<file path="src/rtl/serial_subtractor.sv">
// Bit-serial two's-complement subtractor: d = x - y - b_in, one bit per clock, LSB first,
// through one full-adder cell (x + ~y + ~b_in) with carry feedback.
module serial_subtractor #(
  parameter int WIDTH = 4
) (
  input  logic             clk,
  input  logic             rst,
  input  logic             start,
  input  logic [WIDTH-1:0] x,
  input  logic [WIDTH-1:0] y,
  input  logic             b_in,
  output logic             busy,
  output logic             done,
  output logic [WIDTH-1:0] d,
  output logic             b_out,
  output logic             v,
  output logic [1:0]       state_dbg
);

  localparam int CW = (WIDTH > 2) ? $clog2(WIDTH) : 1;
  localparam logic [CW-1:0] CNT_LAST = CW'(WIDTH - 1);
  localparam logic [CW-1:0] CNT_MSB  = CW'(WIDTH - 2);

  typedef enum logic [1:0] {IDLE = 2'd0, SHIFT = 2'd1, DONE = 2'd2} state_e;

  state_e           state_q, state_d;
  logic [WIDTH-1:0] a_sr_q, a_sr_d;
  logic [WIDTH-1:0] b_sr_q, b_sr_d;
  logic [WIDTH-1:0] r_sr_q, r_sr_d;
  logic             carry_q, carry_d;
  logic             c_msb_q, c_msb_d;
  logic [CW-1:0]    cnt_q, cnt_d;
  logic [WIDTH-1:0] d_q, d_d;
  logic             b_out_q, b_out_d;
  logic             v_q, v_d;

  logic             sum_bit;
  logic             carry_next;
  logic [WIDTH-1:0] r_next;

  // The single full-adder cell shared by every bit position.
  assign sum_bit    = a_sr_q[0] ^ b_sr_q[0] ^ carry_q;
  assign carry_next = (a_sr_q[0] & b_sr_q[0]) | (a_sr_q[0] & carry_q) | (b_sr_q[0] & carry_q);
  assign r_next     = {sum_bit, r_sr_q[WIDTH-1:1]};

  always_ff @(posedge clk or posedge rst) begin
    if (rst) begin
      state_q <= IDLE;
      a_sr_q  <= '0;
      b_sr_q  <= '0;
      r_sr_q  <= '0;
      carry_q <= 1'b0;
      c_msb_q <= 1'b0;
      cnt_q   <= '0;
      d_q     <= '0;
      b_out_q <= 1'b0;
      v_q     <= 1'b0;
    end else begin
      state_q <= state_d;
      a_sr_q  <= a_sr_d;
      b_sr_q  <= b_sr_d;
      r_sr_q  <= r_sr_d;
      carry_q <= carry_d;
      c_msb_q <= c_msb_d;
      cnt_q   <= cnt_d;
      d_q     <= d_d;
      b_out_q <= b_out_d;
      v_q     <= v_d;
    end
  end

  always_comb begin
    state_d = state_q;
    a_sr_d  = a_sr_q;
    b_sr_d  = b_sr_q;
    r_sr_d  = r_sr_q;
    carry_d = carry_q;
    c_msb_d = c_msb_q;
    cnt_d   = cnt_q;
    d_d     = d_q;
    b_out_d = b_out_q;
    v_d     = v_q;
    case (state_q)
      IDLE, DONE: begin
        state_d = IDLE;
        if (start) begin
          // Subtraction as addition of the inverted subtrahend with inverted borrow-in as carry-in.
          a_sr_d  = x;
          b_sr_d  = ~y;
          carry_d = ~b_in;
          cnt_d   = '0;
          state_d = SHIFT;
        end
      end
      SHIFT: begin
        r_sr_d  = r_next;
        a_sr_d  = a_sr_q >> 1;
        b_sr_d  = b_sr_q >> 1;
        carry_d = carry_next;
        cnt_d   = cnt_q + CW'(1);
        if (cnt_q == CNT_MSB) c_msb_d = carry_next;
        if (cnt_q == CNT_LAST) begin
          d_d     = r_next;
          b_out_d = ~carry_next;
          v_d     = c_msb_q ^ carry_next;
          state_d = DONE;
        end
      end
      default: state_d = IDLE;
    endcase
  end

  assign busy      = (state_q == SHIFT);
  assign done      = (state_q == DONE);
  assign d         = d_q;
  assign b_out     = b_out_q;
  assign v         = v_q;
  assign state_dbg = state_q;

endmodule

</file>
<file path="config.mk">
export PLATFORM = sky130hd
export DESIGN_NAME = serial_subtractor
export DESIGN_NICKNAME = d
export VERILOG_FILES = /design/src/rtl/serial_subtractor.sv
export SDC_FILE = /design/constraint.sdc
export NUM_CORES = 1
export LEC_CHECK = 0
export CORE_MARGIN = 3
export CORE_UTILIZATION = 50
export CTS_CLUSTER_DIAMETER = 30
export DETAILED_ROUTE_END_ITERATION = 7
export PLACE_DENSITY = 0.82
export SETUP_SLACK_MARGIN = 0.4
export SLEW_MARGIN = 10
export SYNTH_ARGS = -nofsm -noshare
export SYNTH_HDL_FRONTEND = slang
export SYNTH_SLANG_ARGS = --single-unit
export TNS_END_PERCENT = 20
</file>
<file path="constraint.sdc">
create_clock -name clk -period 1.7 [get_ports clk]
set_input_delay 0.255 -clock clk [delete_from_list [all_inputs] [get_ports clk]]
set_output_delay 0.255 -clock clk [all_outputs]
set_load 0.02 [all_outputs]
</file>
# After elaboration in Yosys (flattened, before gate mapping)
# Cells that the tools add are included.
op_classes:
  addsub: 1
  eq_ne: 6
  muxes: 11
  n_bitwise: 11
  n_reduce_logical: 6
op_table:
  columns: ["op", "count"]
  rows:
  - ["case mux 4 bit (2 select lines)", 2]
  - ["two-way mux 4 bit", 2]
  - ["case mux 2 bit (2 select lines)", 2]
  - ["== test 2 bit, second input constant", 3]
  - ["AND reduction 2 bit", 3]
  - ["two-way mux 2 bit", 2]
  - ["NOT 4 bit", 1]
  - ["bitwise AND 1 bit", 3]
  - ["XOR 1 bit", 3]
  - ["adder 2 x 1 -> 2 bit, second input constant", 1]
  - ["== test 2 x 1 -> 1 bit, second input constant", 1]
  - ["logical NOT 2 bit", 1]
  - ["two-way mux 1 bit", 2]
  - ["!= test 2 x 1 -> 1 bit, second input constant", 1]
  - ["!= test 2 bit, second input constant", 1]
  - ["NOT 1 bit", 2]
  - ["bitwise OR 1 bit", 2]
  - ["case mux 1 bit (2 select lines)", 1]
  - ["nonzero test 2 bit", 1]
  - ["OR reduction 2 bit", 1]
totals:
  ff_bits: 24
  in_bits: 12
  output_inout_bits: 10
  elab_cells: 45

# Depth between registers and ports, before layout
# Gate-level depths: netlist of the first run.
depth:
  word_depth: 4
  depth_mapped: 5
  depth_no_buf: 5

# Worst setup path after synthesis of the first run
# No wires, ideal clock.
synth_path:
  path_type: "register -> output"
  startpoint: "register state_q[1], in the netlist state_dbg[1]"
  endpoint: "output port done"
  t_arrival_ns: 1.031
  required_time_ns: 1.445
  setup_slack_ns: 0.414
  stages_incl_launch_ff: 3
  path_buffers: 1
  path_cell_list: "dfrtp_1 buf_6 nor2b_1"
synth_via:
  elab_chain_cells: 1
synth_lines:
  columns: ["item", "line", "text"]
  rows:
  - ["from (decl)", "26", "state_e state_q, state_d;"]
  - ["from (signal assigned)", "59", "state_q <= state_d;"]
  - ["== test 2 bit", "114", "assign done = (state_q == DONE);"]
  - ["to (decl)", "13", "output logic done,"]
# No other way between the ends.

# Worst setup path in the final report of the first run
layout_path:
  startpoint: "register state_q[1], in the netlist state_dbg[1]"
  endpoint: "output port busy"
layout_via:
  elab_chain_cells: 1
layout_lines:
  columns: ["item", "line", "text"]
  rows:
  - ["== test 2 x 1 -> 1 bit", "113", "assign busy = (state_q == SHIFT);"]
  - ["to (decl)", "12", "output logic busy,"]
# No other way between the ends.

==> metrics, run 1 <==
final net count=150; commonest non-fill, non-tap cell in the layout=dfrtp_1; RSZ-0062 raised after global routing=yes; Clock Skews=about 3.7 ps; Syn-to-layout area delta=25.6%; Final GP Congestion=0.681; vias=848; layout cells sized above 1=17.9%; Worst R2R Start=state_dbg[1]; Avg WL per Cell=12.9 um; ranking of synthesized cells by area=dfrtp_1 (50%), mux2_4 (6.6%), nand2_1 (6.6%); gr usage total=16.6%; sequential power share=39.3%; leakage power=0.730 nW; crit start category=flop; max cap viols=0; Cells after Synth=109; post-synthesis mux area share=11.2%; dpl ws=~220 ps; min-delay worst type=in2async; asr flop ratio synth=100%; Cell Rows=16; r2r worst-path depth=4; largest net degree at the start of global routing=24; Seq cells post-synth=23; critical setup path kind=reg2out; P_int=1.52 mW; total number of yosys warnings=0; xor-xnor portion of the synthesized cell area=0.768%; Synth Area in Compound Gates=a little over an eighth; NetSw=~1.0 mW; worst r2r dst=d[1]; post-route cell area=0.00143 mm^2; critical-path maximum fanout=3; Num CTS Buffers=3; Final Hold Viols=0; Worst-Margin Slew=294 ps; drt initial violations=16; Seq/Total Area, Yosys=50.5%; maximum clock rate=0.679 GHz; gr ovfl total=0; DRT antenna net count=0; Worst R2R Setup Slack=between 300 and 400 ps; data arrival time of the critical path=1220 ps; Comb pwr share=50.7%; most frequent cells in the layout=dfrtp_1 (23), nand2_1 (20), o21ai_0 (14), clkdlybuf4s50_1 (11), inv_1 (7); Cell variety after synth=28; first-pass GRT wire length=3.44 mm; initial antenna violation count=0; Die H=53.7 um; crit share post-route=86.6%; number of enable flip-flop cells after synthesis=0; Root Buffer=clkbuf_4; pwr dens=1760 mW/mm^2; final setup vio count=0; TritonCTS clock tree=built; switching share of power=between 30% and 40%; H-tree depth=1; fin crit period=roughly 1500 ps; Die ar.=about 0.0029 mm^2; clock tree sinks=23; Simple-Gate Fraction of Synth Area=13.8%; area share of the leading cell type in the synthesized netlist=50.5%; number of hold buffers added after cts=0; largest family of logic cells by synthesized area=simple AND/OR/NAND/NOR gates; area leader, netlist=dfrtp_1; placed instance area=~0.0014 mm^2; Pwr Total=2.52 mW; DP Wirelength=1.54 mm; Reg clk slew, reported paths=130 ps; chip width=53.7 um; setup TNS=0 ps; final worst setup slack=227 ps; drt drc=0; status=finished clean; post-synth design cell area=0.00114 mm^2; Placed Cells=around 160; Req. time, crit path=1440 ps; maximum VDD drop=1060 uV; Synth Area in Adders=3.95%; Initial Utilization=55.3%; Syn Nets=124; CTS max path bufs=2; Port-buffer cells=21; vias in the first global route=825; clock power share=between 10% and 20%; worst-skew pair later-pin latency=300 ps; Final Max Tran Viols=0; worst relative slew slack=80.4%; # diodes=0; first-pass iteration count of the detailed router=5; Routed Wire Length=2.08 mm; Syn Area/Cell=10.5 um^2; core area=0.00206 mm^2; Worst setup EP type=primary output; fin cells=161; IO Pins=22; vias per inst=5.27; Post-synth top flop=dfrtp_1
-- worst max path at each step --
stage	from	end	slack, ps	cells after the start
after floorplan	state_dbg[1]	done	410	2
after global placement	state_dbg[1]	busy	240	3
after CTS	d[0]	d[0]	160	1
final	state_dbg[1]	busy	230	3
after global routing	state_dbg[1]	busy	150	3
after detailed placement	state_dbg[1]	busy	220	3
-- registers in the layout, summed over array words and instances (netlist names), 2 cells and up --
signal,count
state_dbg,2
r_sr_q,3
d,4
cnt_q,2
a_sr_q,4
b_sr_q,4
-- cells by family (layout without fill, tap and decap cells) --
logic type | after synthesis | after routing
AOI/OAI and AO/OA | 25 | 25
xor gates and xnor gates | 1 | 1
adders and majority gates | 3 | 3
buffers and inverters | 14 | 39
DFF | 23 | 23
muxes | 10 | 10
and+or+nand+nor | 33 | 33
-- routing by layer --
metal  part of all wire, %  vias to the layer above  wire length, um  global-route usage [%]
li1                      -                      411                -                       -
met1                    44                      401              909                    19.0
met2                    47                       32              981                    28.8
met3                   7.8                        4              161                    5.26
met4                   1.1                        0               23                    5.53
met5                     0                        -                0                       0
-- Yosys cell counts (all sizes together) (3+ instances only) --
| cell | number |
|---|---|
| nand3 | 3 |
| a21oi | 3 |
| mux2 | 7 |
| dfrtp | 23 |
| mux2i | 3 |
| nand2 | 20 |
| nor2 | 4 |
| inv | 8 |
| o21ai | 17 |
| buf | 6 |
-- worst max-delay path, stage by stage, from the launching register on --
cell             delay, ps
dfrtp_1                410
nand2b_1               170
inv_2                   80
clkdlybuf4s15_2        250
-- power by group through the flow --
| stage | Clock [mW] | Sequential (mW) | Combinational, mW |
|---|---|---|---|
| 2_1_floorplan | 0 | 1.08 | 0.832 |
| 3_3_place_gp | 0 | 0.981 | 1.27 |
| 3_5_place_dp | 0 | 1.00 | 1.31 |
| 4_1_cts | 0.256 | 0.992 | 1.30 |
| 5_1_grt | 0.289 | 1.02 | 1.42 |
| 6_report | 0.253 | 0.991 | 1.28 |
-- through the flow --
step	util (%)	hold WS, ps
2_1_floorplan	-	257
3_3_place_gp	66.8	461
3_5_place_dp	66.8	469
4_1_cts	68.9	284
5_1_grt	69.4	293
6_report	69.4	277
-- what timing repair did --
action / 4_1_cts / 5_1_grt
setup buffers: 1 / 0
endpoints found under the setup margin: 13 / 22
resized for setup: 16 / 4
cloned: 0 / 0
-- cell type report --
cell class | instances | area, um^2
clock buffers | 3 | 22.5
clock inverters | 1 | 5.00
fillers | 158 | 631
inverters | 8 | 30.0
multi-input cells | 72 | 498
flip-flops and latches | 23 | 576
well taps | 27 | 33.8
repair buffers | 27 | 267
No activity file was read; power rests on OpenSTA's default activity.
==> run 2: changes to the inputs <==
--- a/config.mk
+++ b/config.mk
@@ -9,6 +9,7 @@
 export CORE_UTILIZATION = 50
 export CTS_CLUSTER_DIAMETER = 30
 export DETAILED_ROUTE_END_ITERATION = 7
+export GPL_TIMING_DRIVEN = 0
 export PLACE_DENSITY = 0.82
 export SETUP_SLACK_MARGIN = 0.4
 export SLEW_MARGIN = 10
==> constraint.sdc (replaced) <==
create_clock -name clk -period 1.5 [get_ports clk]
set_input_delay 0.225 -clock clk [delete_from_list [all_inputs] [get_ports clk]]
set_output_delay 0.225 -clock clk [all_outputs]
set_load 0.02 [all_outputs]
==> metrics, run 2 (same netlist as run 1, synthesis figures left out) <==
chip width=approximately 54 um; first-pass GRT wire length=3.81 mm; initial antenna violation count=0; final worst setup slack=44.5 ps; Final Max Tran Viols=0; fin crit period=~1500 ps; Pwr Total=roughly 3.4 mW; switching share of power=39.0%; worst r2r dst=b_sr_q[0]; critical-path maximum fanout=4; critical setup path kind=reg2out; clock power share=8.7%; number of hold buffers added after cts=0; Reg clk slew, reported paths=120 ps; sequential power share=33.9%; dpl ws=-228 ps; IO Pins=22; final setup vio count=0; vias per inst=about 5.2; Final GP Congestion=0.764; vias in the first global route=~900; Worst-Margin Slew=867 ps; met3 Resource Use GR=3.05%; Port-buffer cells=20; most frequent cells in the layout=dfrtp_1 (20), nand2_1 (19), o21ai_0 (13), buf_4 (12), clkdlybuf4s50_1 (10); P_int=2.07 mW; CP peak stage delay=470 ps; setup TNS=0 ps; Worst R2R Setup Slack=roughly 250 ps; Worst R2R Start=state_dbg[1]; Num CTS Buffers=3; # diodes=0; maximum VDD drop=1150 uV; DP Wirelength=1.54 mm; M2 GR Usage=32.9%; core area=0.00206 mm^2; Final Hold Viols=0; Hold Path End=b_sr_q[0]; largest net degree at the start of global routing=24; first-pass iteration count of the detailed router=4; placed instance area=approximately 0.0014 mm^2; vias=915; CTS max path bufs=2; Die ar.=0.00289 mm^2; post-route cell area=between 0.0015 and 0.002 mm^2; worst relative slew slack=42.1%; max cap viols=0; Worst setup EP type=primary output; TritonCTS clock tree=built; slowest cell on the critical path=dfrtp_2; data arrival time of the critical path=about 1200 ps; status=finished clean; layout cells sized above 1=34.5%; Req. time, crit path=approximately 1300 ps; Cell Chain, Critical Path=nand2b_4, buf_8, inv_4, buf_6; final net count=164; Die H=around 54 um; met1 Use GR=between 20% and 30%; maximum clock rate=between 0.6 and 0.7 GHz; HP Start=start; RSZ-0062 raised after global routing=yes; gr usage total=18.8%; worst-skew pair later-pin latency=320 ps; Avg WL per Cell=14.0 um; Cell Rows=16; Initial Utilization=a little under three fifths; Comb pwr share=57.4%; Syn-to-layout area delta=39.6%; H-tree depth=1; leakage power=0.769 nW; min-delay worst type=in2reg; r2r worst-path depth=5; Root Buffer=clkbuf_4; NetSw=1.33 mW; WHS Path Cells=4; Clock Skews=4.11 ps; clock tree sinks=23; crit share post-route=97.0%; commonest non-fill, non-tap cell in the layout=dfrtp_1; DRT antenna net count=0; pwr dens=~2100 mW/mm^2; crit start category=flop; gr ovfl total=0; Routed Wire Length=2.45 mm; fill count=143; GR peak layer=met2; drt drc=0; drt initial violations=16
-- run 2: changes by cell type in the layout (fill, tap and decap cells not counted), moves of 2 or more --
cell,previous run,this run
inv_1,7,5
buf_2,0,3
dfrtp_1,23,20
buf_6,2,8
buf_8,0,2
buf_4,5,12
dfrtp_2,0,3
dlymetal6s2s_1,4,0
-- run 2: power groups by stage --
stage          clock [mW]  sequential [mW]  combinational (mW)
3_3_place_gp            0             1.14                1.47
3_5_place_dp            0             1.16                1.53
2_1_floorplan           0             1.23               0.970
4_1_cts             0.296             1.14                1.73
5_1_grt             0.333             1.18                2.13
6_report            0.297             1.15                1.95
-- run 2: worst max path at each step --
stage                       from    end  slack, ps  cells past startpoint
floorplan                carry_q  b_out        300                      3
CTS                 state_dbg[1]   busy         70                      4
global placement    state_dbg[1]   busy       -220                      4
global route        state_dbg[1]   busy        -10                      4
detailed placement  state_dbg[1]   busy       -230                      4
finish              state_dbg[1]   busy         40                      4
-- run 2: metal layers --
| metal | vias to the layer above | wire length, um | share of wire, % |
|---|---|---|---|
| met2 | 28 | 1180 | 48 |
| li1 | 442 | - | - |
| met1 | 438 | 1060 | 43 |
| met3 | 7 | 122 | 5.0 |
| met4 | 0 | 87 | 3.6 |
| met5 | - | 0 | 0 |
-- run 2: critical path, delay by kind of cell (launching register included) --
family                 cells  cell delay [ps]
buffers and inverters      3              260
and+or+nand+nor            1              170
DFF                        1              470
-- run 2: metrics by stage --
stage,utilization [%],hold WS [ps],std cells
after detailed placement,67.2,480,156
after global routing,77.2,295,175
after global placement,67.2,461,156
after floorplan,-,227,109
final,77.2,272,175
after CTS,72.1,272,168
-- run 2: area by class of cell --
type                       instances  area [um^2]  share of cell area [%]
buffer                             6         55.1                    3.46
clock buffer                       4         26.3                    1.65
sequential                        23          579                    36.4
tap                               27         33.8                    2.12
timing repair buffer              35          339                    21.3
inverter                           8         32.5                    2.04
multi-input combinational         72          526                    33.0
-- run 2: what timing repair did --
| action | 4_1_cts | 5_1_grt |
|---|---|---|
| gates resized for setup | 39 | 10 |
| buffers inserted | 8 | 6 |
| pin swaps | 0 | 3 |
| endpoints found under the hold margin | 0 | 0 |
| cloned | 0 | 1 |
| setup endpoints to repair | 26 | 44 |
